### config.mk
export PLATFORM = sky130hd
export DESIGN_NAME = mem_port_arbiter
export DESIGN_NICKNAME = d
export VERILOG_FILES = /design/src/rtl/mem_port_arbiter_pkg.sv /design/src/rtl/mem_port_arbiter_byte_lane_gen.sv /design/src/rtl/mem_port_arbiter.sv
export SDC_FILE = /design/constraint.sdc
export NUM_CORES = 1
export LEC_CHECK = 0
export ABC_AREA = 1
export BUFFER_PORTS_ARGS = -buffer_cell sky130_fd_sc_hd__buf_2
export CORE_AREA = 2 2 106 108
export DETAILED_ROUTE_END_ITERATION = 8
export DIE_AREA = 0 0 108 110
export PLACE_DENSITY = 0.59
export SLEW_MARGIN = 30
export SYNTH_ARGS = -nofsm -noshare
export SYNTH_HDL_FRONTEND = slang
export SYNTH_SLANG_ARGS = --single-unit
export TNS_END_PERCENT = 20
### constraint.sdc
create_clock -name clk -period 2.78 [get_ports clk]
set_clock_uncertainty 0.2 [all_clocks]
set_input_delay 0.556 -clock clk [delete_from_list [all_inputs] [get_ports clk]]
set_output_delay 0.556 -clock clk [all_outputs]
set_load 0.02 [all_outputs]
### src/rtl/mem_port_arbiter_pkg.sv
// Shared constants and types for the IF/MEM single-port RAM arbiter.
package mem_port_arbiter_pkg;

   localparam logic [1:0] SIZE_BYTE = 2'b00;
   localparam logic [1:0] SIZE_HALF = 2'b01;
   localparam logic [1:0] SIZE_WORD = 2'b10;

   typedef enum logic [1:0] {
      OWN_NONE = 2'b00,
      OWN_IF   = 2'b01,
      OWN_MEM  = 2'b10
   } owner_e;

   typedef struct packed {
      owner_e     owner;
      logic [1:0] offset;
   } tracker_t;

   // Size code 11 behaves like a word access.
   function automatic logic is_misaligned(input logic [1:0] size, input logic [1:0] offset);
      case (size)
         SIZE_BYTE: return 1'b0;
         SIZE_HALF: return offset[0];
         default:   return offset != 2'b00;
      endcase
   endfunction

endpackage

### src/rtl/mem_port_arbiter_byte_lane_gen.sv
// Store lane steering: byte enables, replicated write data and alignment check.
module byte_lane_gen
   import mem_port_arbiter_pkg::*;
(
   input  logic [1:0]  size,
   input  logic [1:0]  offset,
   input  logic [31:0] wdata,
   output logic [3:0]  be,
   output logic [31:0] lane_wdata,
   output logic        misaligned
);

   always_comb begin
      be         = 4'b1111;
      lane_wdata = wdata;
      case (size)
         SIZE_BYTE: begin
            be         = 4'b0001 << offset;
            lane_wdata = {4{wdata[7:0]}};
         end
         SIZE_HALF: begin
            be         = 4'b0011 << offset;
            lane_wdata = {2{wdata[15:0]}};
         end
         default: ;
      endcase
   end

   assign misaligned = is_misaligned(size, offset);

endmodule

### src/rtl/mem_port_arbiter.sv
// Arbitrates the unified RAM between fetch and data ports, with bounded fetch starvation
// and one-cycle-late read data routed back to the issuing port.
module mem_port_arbiter
   import mem_port_arbiter_pkg::*;
#(
   parameter int unsigned MAX_DATA_STREAK = 2
) (
   input  logic        clk,
   input  logic        rst,
   input  logic        if_req,
   input  logic [31:0] if_addr,
   output logic        if_ready,
   output logic        if_rvalid,
   output logic [31:0] if_rdata,
   input  logic        mem_req,
   input  logic        mem_we,
   input  logic [1:0]  mem_size,
   input  logic [31:0] mem_addr,
   input  logic [31:0] mem_wdata,
   output logic        mem_ready,
   output logic        mem_err,
   output logic        mem_rvalid,
   output logic [31:0] mem_rdata,
   output logic        ram_en,
   output logic [3:0]  ram_be,
   output logic [29:0] ram_addr,
   output logic [31:0] ram_wdata,
   input  logic [31:0] ram_rdata,
   output logic        stall_if
);

   localparam logic [3:0] STREAK_LIMIT = 4'(MAX_DATA_STREAK);

   logic        grant_mem;
   logic        grant_if;
   logic        misaligned;
   logic        mem_access;
   logic [31:0] sel_addr;
   logic [3:0]  lane_be;
   logic [3:0]  streak;
   logic [3:0]  streak_next;
   tracker_t    tracker;
   tracker_t    tracker_next;

   assign grant_mem = mem_req && !(if_req && streak >= STREAK_LIMIT);
   assign grant_if  = if_req && !grant_mem;

   // Single address path; the lane generator only sees the fetch offset when its outputs are unused.
   assign sel_addr = grant_if ? if_addr : mem_addr;

   byte_lane_gen u_lanes (
      .size       (mem_size),
      .offset     (sel_addr[1:0]),
      .wdata      (mem_wdata),
      .be         (lane_be),
      .lane_wdata (ram_wdata),
      .misaligned (misaligned)
   );

   assign mem_access = grant_mem && !misaligned;

   assign if_ready  = grant_if;
   assign mem_ready = grant_mem;
   assign mem_err   = grant_mem && misaligned;
   assign ram_en    = grant_if || mem_access;
   assign ram_be    = (mem_access && mem_we) ? lane_be : 4'b0000;
   assign ram_addr  = sel_addr[31:2];
   assign stall_if  = if_req && !grant_if;

   always_comb begin
      // NOTE: every variable gets a default before any branch, so no path can infer a latch.
      tracker_next = '{owner: OWN_NONE, offset: 2'b00};
      streak_next  = streak;
      if (grant_if) begin
         tracker_next.owner = OWN_IF;
      end else if (mem_access && !mem_we) begin
         tracker_next.owner  = OWN_MEM;
         tracker_next.offset = sel_addr[1:0];
      end
      if (!if_req || grant_if) begin
         streak_next = '0;
      end else if (grant_mem && streak < STREAK_LIMIT) begin
         streak_next = streak + 4'd1;
      end
   end

   always_ff @(posedge clk or negedge rst) begin
      // NOTE: non-blocking assignments so every register samples pre-edge values.
      if (!rst) begin
         streak  <= '0;
         tracker <= '{owner: OWN_NONE, offset: 2'b00};
      end else begin
         streak  <= streak_next;
         tracker <= tracker_next;
      end
   end

   assign if_rvalid  = tracker.owner == OWN_IF;
   assign mem_rvalid = tracker.owner == OWN_MEM;
   assign if_rdata   = ram_rdata;
   assign mem_rdata  = ram_rdata >> {tracker.offset, 3'b000};

endmodule

==> results of run 1 <==
[synth_stat cells (all sizes together)]
library cell,number,share of area
clkbuf,16,0.031
conb,1,0.0019
a21oi,23,0.059
mux2i,8,0.041
xnor2,1,0.0045
clkinv,1,0.0019
buf,43,0.16
a22oi,11,0.042
ha,2,0.013
o211ai,2,0.0077
dfrtp,8,0.10
nand2,175,0.34
o21ai,16,0.041
nor2,34,0.070
inv,22,0.042
nand3b,1,0.0038
o21bai,1,0.0096
nand3,10,0.031
[stage by stage]
step / worst slack (ns) / total power, uW / std cells
global placement: 0.151 / 806 / 738
CTS: -0.00426 / 966 / 747
global route: -0.123 / 1050 / 751
finish: -0.0173 / 976 / 752
detailed placement: 0.104 / 807 / 738
floorplan: 0.315 / 547 / 375
[final timing paths]
kind / start / slack, ns / end / depth (start not counted)
setup / recovery: streak[0] / -0.02 / ram_be[3] / 12
hold / removal: streak[2] / 0.35 / streak[2] / 2
setup reg to reg: streak[0] / 0.78 / tracker[0] / 12
hold reg to reg: streak[2] / 0.35 / streak[2] / 2
max in group asynchronous: rst / 1.69 / tracker[2] / 2
min in group asynchronous: rst / 0.53 / tracker[1] / 2
[area by class of cell]
class | instances | area (um2) | area share
diodes | 1 | 2.50 | 0.000723
repair buffers | 292 | 1600 | 0.461
flip-flops and latches | 8 | 200 | 0.0578
multi-input cells | 285 | 1360 | 0.393
well taps | 140 | 175 | 0.0506
inverters | 23 | 86.3 | 0.0249
clock buffers | 3 | 41.3 | 0.0119
[routing by layer]
| layer | global-route usage | vias up | share of wire | wire, um |
|---|---|---|---|---|
| li1 | - | 1613 | - | - |
| met1 | 0.137 | 1357 | 0.36 | 3200 |
| met2 | 0.268 | 167 | 0.54 | 4740 |
| met3 | 0.0182 | 6 | 0.087 | 761 |
| met4 | 0.0165 | 2 | 0.0064 | 56 |
| met5 | 0 | - | 0.0015 | 13 |
[what timing repair did]
| item | 4_1_cts | 5_1_grt |
|---|---|---|
| gates cloned | 0 | 0 |
| pin swaps | 8 | 13 |
| endpoints found under the hold margin | 8 | 0 |
| setup buffers | 5 | 4 |
| hold buffers | 1 | 0 |
| gates resized for setup | 16 | 18 |
| endpoints found under the setup margin | 35 | 37 |
[cells by family (layout without fill, tap and decap cells)]
family | count (synthesis) | after routing
AND/OR/NAND/NOR | 220 | 220
flip-flops | 8 | 8
other | 1 | 2
AO/OA/AOI/OAI | 53 | 53
XOR/XNOR | 1 | 1
adder cells (fa/ha/maj) | 2 | 2
buffers and inverters | 82 | 318
multiplexers | 8 | 8
[sequential cells by signal, indices dropped and copies added, names as in the netlist]
register,flops
streak,4
tracker,4
[power breakdown]
group / internal (uW) / switching [uW]
Sequential: 122 / 3.12
Clock: 93.4 / 41.3
Combinational: 274 / 442
Total: 489 / 487
[critical path, delay by kind of cell, from the launching register on]
family	cells	cell delay (ns)
AND/OR/NAND/NOR	8	0.87
flip-flops	1	0.35
AO/OA/AOI/OAI	1	0.22
buffers and inverters	2	0.18
adder cells (fa/ha/maj)	1	0.18
==> metrics.csv, run 1 <==
stage,metric,value,unit
timing,RSZ-0062 raised after global routing,yes,
flow_run,max_cap viols,0,
cts,number of H-tree levels,1,
worst_setup_path,Crit Path Category,reg2out,
layout,Layout area overhead,76.8,%
global_route,gr ovfl total,0,
worst_setup_path,Crit path top cell by count,nand2_4,
drt,total number of vias,3145,
timing,Tcrit/Tclk final,1.01,
place,IO Port Bufs,271,
layout,cell area after layout,3460,um2
global_route,vias in the first global route,2659,
logic_synthesis,Synth Area per Inst,5.22,um2
global_route,largest net degree at the start of global routing,38,
global_route,initial antenna violation count,2,
worst_setup_path,"Max stage delay cell, worst path",dfrtp_1,
layout,filler instances,1262,
cts,Max clock buf depth,2,
timing,Hold Fails Final Rpt,0,
floorplanning,starting density of the core,0.183,
logic_synthesis,compound-gate portion of the synthesized area,0.159,
logic_synthesis,Syn Nets,512,
floorplanning,die height,110,um
logic_synthesis,combinational family with the most area after synthesis,simple AND/OR/NAND/NOR gates,
place,HPWL Detailed,7.44,mm
worst_setup_path,Crit path largest cell delay,0.35,ns
timing,Fmax,357,MHz
logic_synthesis,synth unique cells,25,
place,GPL Wtd Cong,0.764,
timing,max-slew violations,0,
cts,CTS Sinks,8,
outcome,failing checks,setup timing,
timing,post-route minimum period,2.80,ns
floorplanning,die area,11900,um2
place,DP Area,3220,um2
drt,DRC,0,
layout,final core occ,0.324,
floorplanning,Rows,38,
timing,Fin Setup TNS,-0.0225,ns
layout,"commonest cells after routing, fill and taps aside","buf_2 (265), nand2_1 (169), nor2_1 (28)",
cts,CTS tree,yes,
logic_synthesis,post-synthesis register bit count,8,
cts,clock slew at reported path FFs,0.04,ns
logic_synthesis,yosys warns,0,
logic_synthesis,Synth Area in Simple Gates,0.444,
logic_synthesis,Syn Std Cell Area,1960,um2
timing,Worst Hold Slack,0.355,ns
worst_setup_path,Required @ worst endpoint,2.02,ns
floorplanning,I/O pin total,272,
layout,"commonest non-fill, non-tap cell in the layout",buf_2,
worst_setup_path,crit-path max FO,5,
drt,WL final,8.77,mm
timing,worst slew pin tran,0.519,ns
worst_setup_path,Critical Path Sink Type,output port,
drt,drt first pass iters,4,
cts,CTS buffer count,3,
drt,DR vias/cell,4.18,
logic_synthesis,synthesized instance count,375,
global_route,Tot GR Track Use,0.128,
worst_setup_path,cell chain of the critical path,inv_1 > ha_1 > nor2_1 > nand2_1 > o21bai_4 > nand2_2 > nand2_4 > nand3_2 > nand2_4 > nand3_4 > nor2_2 > buf_6,
min_path,HP Class,reg2reg,
drt,Routed Antenna Nets,0,
drt,drt first-iter violations,171,
cts,"Clk Latency, worst-skew pair",0.22,ns
worst_setup_path,"Data arrival, critical path",2.04,ns
logic_synthesis,XOR/XNOR share of the synthesized area,0.00447,
logic_synthesis,adder-cell area share of the yosys netlist,0.0128,
logic_synthesis,post-synthesis mux area share,0.0409,
pwr,VDD IR max,0.133,mV
pwr,cell area power density,282,nW/um2
cts,clock root buffer,clkbuf_8,
floorplanning,die width,108,um
global_route,first-pass GRT wire length,12.5,mm
timing,headroom to the max-slew limit,0.654,
layout,layout cells sized above 1,0.516,
logic_synthesis,post-synthesis sequential area ratio,0.102,
layout,final net count,750,
floorplanning,core footprint,10700,um2
timing,final setup margin,-0.0173,ns
outcome,run status,"finished, violations left",
drt,wire per inst,11.7,um
pwr,Pleak,0.00221,uW
worst_setup_path,Startpoint Class,register,
timing,"Setup violations, final",2,
Note: power is estimated with default switching activity, not from simulation.
==> run 2, diff against run 1 <==
--- a/config.mk
+++ b/config.mk
@@ -5,12 +5,11 @@
 export SDC_FILE = /design/constraint.sdc
 export NUM_CORES = 1
 export LEC_CHECK = 0
-export ABC_AREA = 1
 export BUFFER_PORTS_ARGS = -buffer_cell sky130_fd_sc_hd__buf_2
-export CORE_AREA = 2 2 106 108
+export CORE_AREA = 2 2 104 106
 export DETAILED_ROUTE_END_ITERATION = 8
-export DIE_AREA = 0 0 108 110
-export PLACE_DENSITY = 0.59
+export DIE_AREA = 0 0 106 108
+export PLACE_DENSITY = 0.62
 export SLEW_MARGIN = 30
 export SYNTH_ARGS = -nofsm -noshare
 export SYNTH_HDL_FRONTEND = slang
==> metrics.csv, run 2 <==
stage,metric,value,unit,change
pwr,cell area power density,268,nW/um2,-4.8%
cts,CTS Sinks,8,,unchanged
logic_synthesis,Post-synth ARST share,1.00,,unchanged
drt,DR vias/cell,4.43,,+5.9%
drt,DRC,0,,unchanged
layout,"commonest non-fill, non-tap cell in the layout",buf_2,,
worst_setup_path,R2R depth,5,,-7
worst_setup_path,Startpoint Class,register,,
worst_setup_path,Reg2Reg Capture Point,tracker[0],,
logic_synthesis,synthesized instance count,263,,-30%
pwr,Pleak,0.00185,uW,-16%
logic_synthesis,Synth Area in Simple Gates,0.175,,-0.269
flow_run,max_cap viols,0,,unchanged
min_path,hold wc startpoint,streak[0],,
layout,biggest regs,"streak x4, tracker x4",,
place,HPWL Detailed,7.96,mm,+7.0%
worst_setup_path,crit-path max FO,7,,+2
worst_setup_path,worst flop-to-flop path startpoint,streak[0],,
timing,Tcrit/Tclk final,1.01,,+0.00759
global_route,initial antenna violation count,2,,unchanged
worst_setup_path,Crit Path Category,reg2out,,
logic_synthesis,synth unique cells,35,,+40%
timing,worst slew pin tran,0.556,ns,+0.0367 ns
floorplanning,Rows,37,,-2.6%
worst_setup_path,Required @ worst endpoint,2.02,ns,about the same
layout,final net count,635,,-15%
layout,Layout area overhead,65.7,%,
logic_synthesis,Post-synth EDFFs,0,,unchanged
drt,drt first pass iters,4,,unchanged
floorplanning,I/O pin total,272,,unchanged
drt,Routed Antenna Nets,0,,unchanged
timing,max-slew violations,0,,unchanged
outcome,failing checks,setup timing,,
timing,Fin Setup TNS,-0.102,ns,-0.0792 ns
worst_setup_path,"Data arrival, critical path",2.06,ns,+0.02 ns
layout,layout cells sized above 1,0.694,,+0.178
floorplanning,die area,11400,um2,-3.6%
logic_synthesis,cell type with the largest total area after synthesis,mux2_2,,
drt,drt first-iter violations,173,,+1.2%
drt,met3 WL post-DR,780,um,+2.5%
logic_synthesis,Synth Area per Inst,7.96,um2,+53%
min_path,HP Class,reg2reg,,
logic_synthesis,adder-cell area share of the yosys netlist,0.0119,,-0.000832
logic_synthesis,synth cell count leaders,"mux2_2 (46), buf_4 (40), mux2i_1 (24)",,
drt,total number of vias,2809,,-11%
logic_synthesis,combinational family with the most area after synthesis,multiplexers,,
drt,met2 wire length,5.29,mm,+12%
timing,"Setup violations, final",3,,+1
logic_synthesis,most common cell in the netlist,mux2_2,,
timing,RSZ-0062 raised after global routing,yes,,
drt,wl on met1,3.10,mm,-3.1%
cts,Max clock buf depth,2,,unchanged
logic_synthesis,Synth area leaders,"mux2_2 (25%), buf_4 (14%), mux2i_1 (11%)",,
logic_synthesis,Syn Nets,400,,-22%
cts,clock slew at reported path FFs,0.04,ns,about the same
pwr,VDD IR max,0.151,mV,+14%
place,GPL Wtd Cong,0.897,,+17%
global_route,vias in the first global route,2694,,+1.3%
timing,Hold Fails Final Rpt,0,,unchanged
min_path,Hold Path End,streak[0],,
drt,WL final,9.31,mm,+6.2%
logic_synthesis,yosys warns,0,,unchanged
cts,CTS tree,yes,,
logic_synthesis,Syn Std Cell Area,2090,um2,+7.0%
global_route,Tot GR Track Use,0.146,,+0.0179
outcome,run status,"finished, violations left",,
worst_setup_path,Critical Path Sink Type,output port,,
floorplanning,core footprint,10200,um2,-4.4%
global_route,largest net degree at the start of global routing,29,,-24%
logic_synthesis,area share of the largest cell type after synthesis,0.247,,-0.0824
worst_setup_path,reg-to-reg setup timing slack,0.72,ns,-0.06 ns
drt,uppermost layer routed,met4,,
cts,number of H-tree levels,1,,unchanged
timing,final setup margin,-0.0384,ns,-0.0211 ns
global_route,first-pass GRT wire length,13.4,mm,+7.2%
layout,"commonest cells after routing, fill and taps aside","buf_2 (271), mux2_2 (46), mux2i_1 (24)",,
logic_synthesis,XOR/XNOR share of the synthesized area,0.00418,,-0.000291
timing,headroom to the max-slew limit,0.628,,-0.0254
cts,"Clk Latency, worst-skew pair",0.22,ns,about the same
logic_synthesis,post-synthesis sequential area ratio,0.0956,,-0.00666
cts,CTS buffer count,3,,unchanged
place,IO Port Bufs,271,,unchanged
logic_synthesis,dominant synthesized flop cell,dfrtp_1,,
logic_synthesis,compound-gate portion of the synthesized area,0.162,,+0.00278
layout,final core occ,0.339,,+0.0155
drt,wire per inst,14.7,um,+26%
floorplanning,starting density of the core,0.205,,+0.0217
global_route,gr ovfl total,0,,unchanged
floorplanning,die height,108,um,-1.8%
logic_synthesis,post-synthesis register bit count,8,,unchanged
min_path,WHS Path Cells,1,,-1
timing,post-route minimum period,2.82,ns,+0.0211 ns
floorplanning,die width,106,um,-1.9%
timing,Fmax,355,MHz,-0.75%
logic_synthesis,post-synthesis mux area share,0.362,,+0.321
cts,clock root buffer,clkbuf_8,,
run 2: cell types whose count changed after synthesis, moves of 5 or more:
cell,previous run,this run
mux2i_1,8,24
a211oi_1,0,8
clkbuf_1,16,11
nand2_1,172,17
and2_1,0,11
mux2_2,0,46
a21oi_1,23,14
inv_1,21,3
nor2_1,32,15
nand3_1,8,3
a22oi_1,11,0
nor2b_1,0,13
run 2: repair_timing:
item,in CTS,in global routing
endpoints found under the hold margin,8,0
pin swaps,2,1
gates resized for setup,2,1
setup buffers,4,2
endpoints found under the setup margin,36,18
hold buffers,1,0
cloned,1,0
run 2: worst max path at each step:
stage,startpoint,endpoint,slack (ns),cells after the start
floorplan,streak[1],mem_err,0.12,5
global placement,streak[0],ram_addr[14],-0.01,6
detailed placement,streak[0],ram_addr[16],-0.10,6
CTS,streak[0],ram_addr[12],-0.12,7
global route,streak[0],ram_be[3],-0.11,7
finish,streak[0],ram_be[3],-0.04,7
run 2: metrics by stage:
stage	instance area (um2)	total power [uW]	hold slack [ns]	worst slack, ns	std cells
after floorplan	2090	540	0.0604	0.120	263
after global placement	3320	773	0.209	-0.00997	621
after detailed placement	3320	777	0.217	-0.103	621
after CTS	3430	932	0.267	-0.124	630
after global routing	3470	984	0.278	-0.111	634
final	3470	931	0.264	-0.0384	634
run 2: area by class of cell:
type                    count  area (um2)
inverters                   3        11.3
clock buffers               3        41.3
multi-input cells         195        1540
well taps                 136         170
repair buffers            287        1500
fillers                  1076        6760
diodes                      2        5.00
flip-flops and latches      8         200
run 2: cells by family (layout without fill, tap and decap cells):
family,after synthesis,after routing
flops,8,8
mux,70,70
xor+xnor,1,1
buf+inv,61,293
compound gates,52,53
simple gates,68,68
fa+ha+maj,2,2
other cells,1,3
run 2: per-layer routing:
| layer | vias up | GRT usage |
|---|---|---|
| li1 | 1360 | - |
| met5 | - | 0 |
| met4 | 0 | 0.0432 |
| met3 | 10 | 0.0313 |
| met2 | 180 | 0.316 |
| met1 | 1259 | 0.132 |
run 2: critical path: stages (launching register included):
cell and delay (ns):
dfrtp_1 0.37, inv_1 0.06, ha_2 0.20, or4_4 0.50
a211oi_2 0.31, nand4_1 0.13, nand3_1 0.11, buf_2 0.18
run 2: report_power, final:
part           leakage, uW  switching (uW)  internal, uW  total (uW)
Sequential        0.000107            4.01           121         125
Combinational      0.00172             389           281         671
Clock            0.0000216            41.7          93.5         135
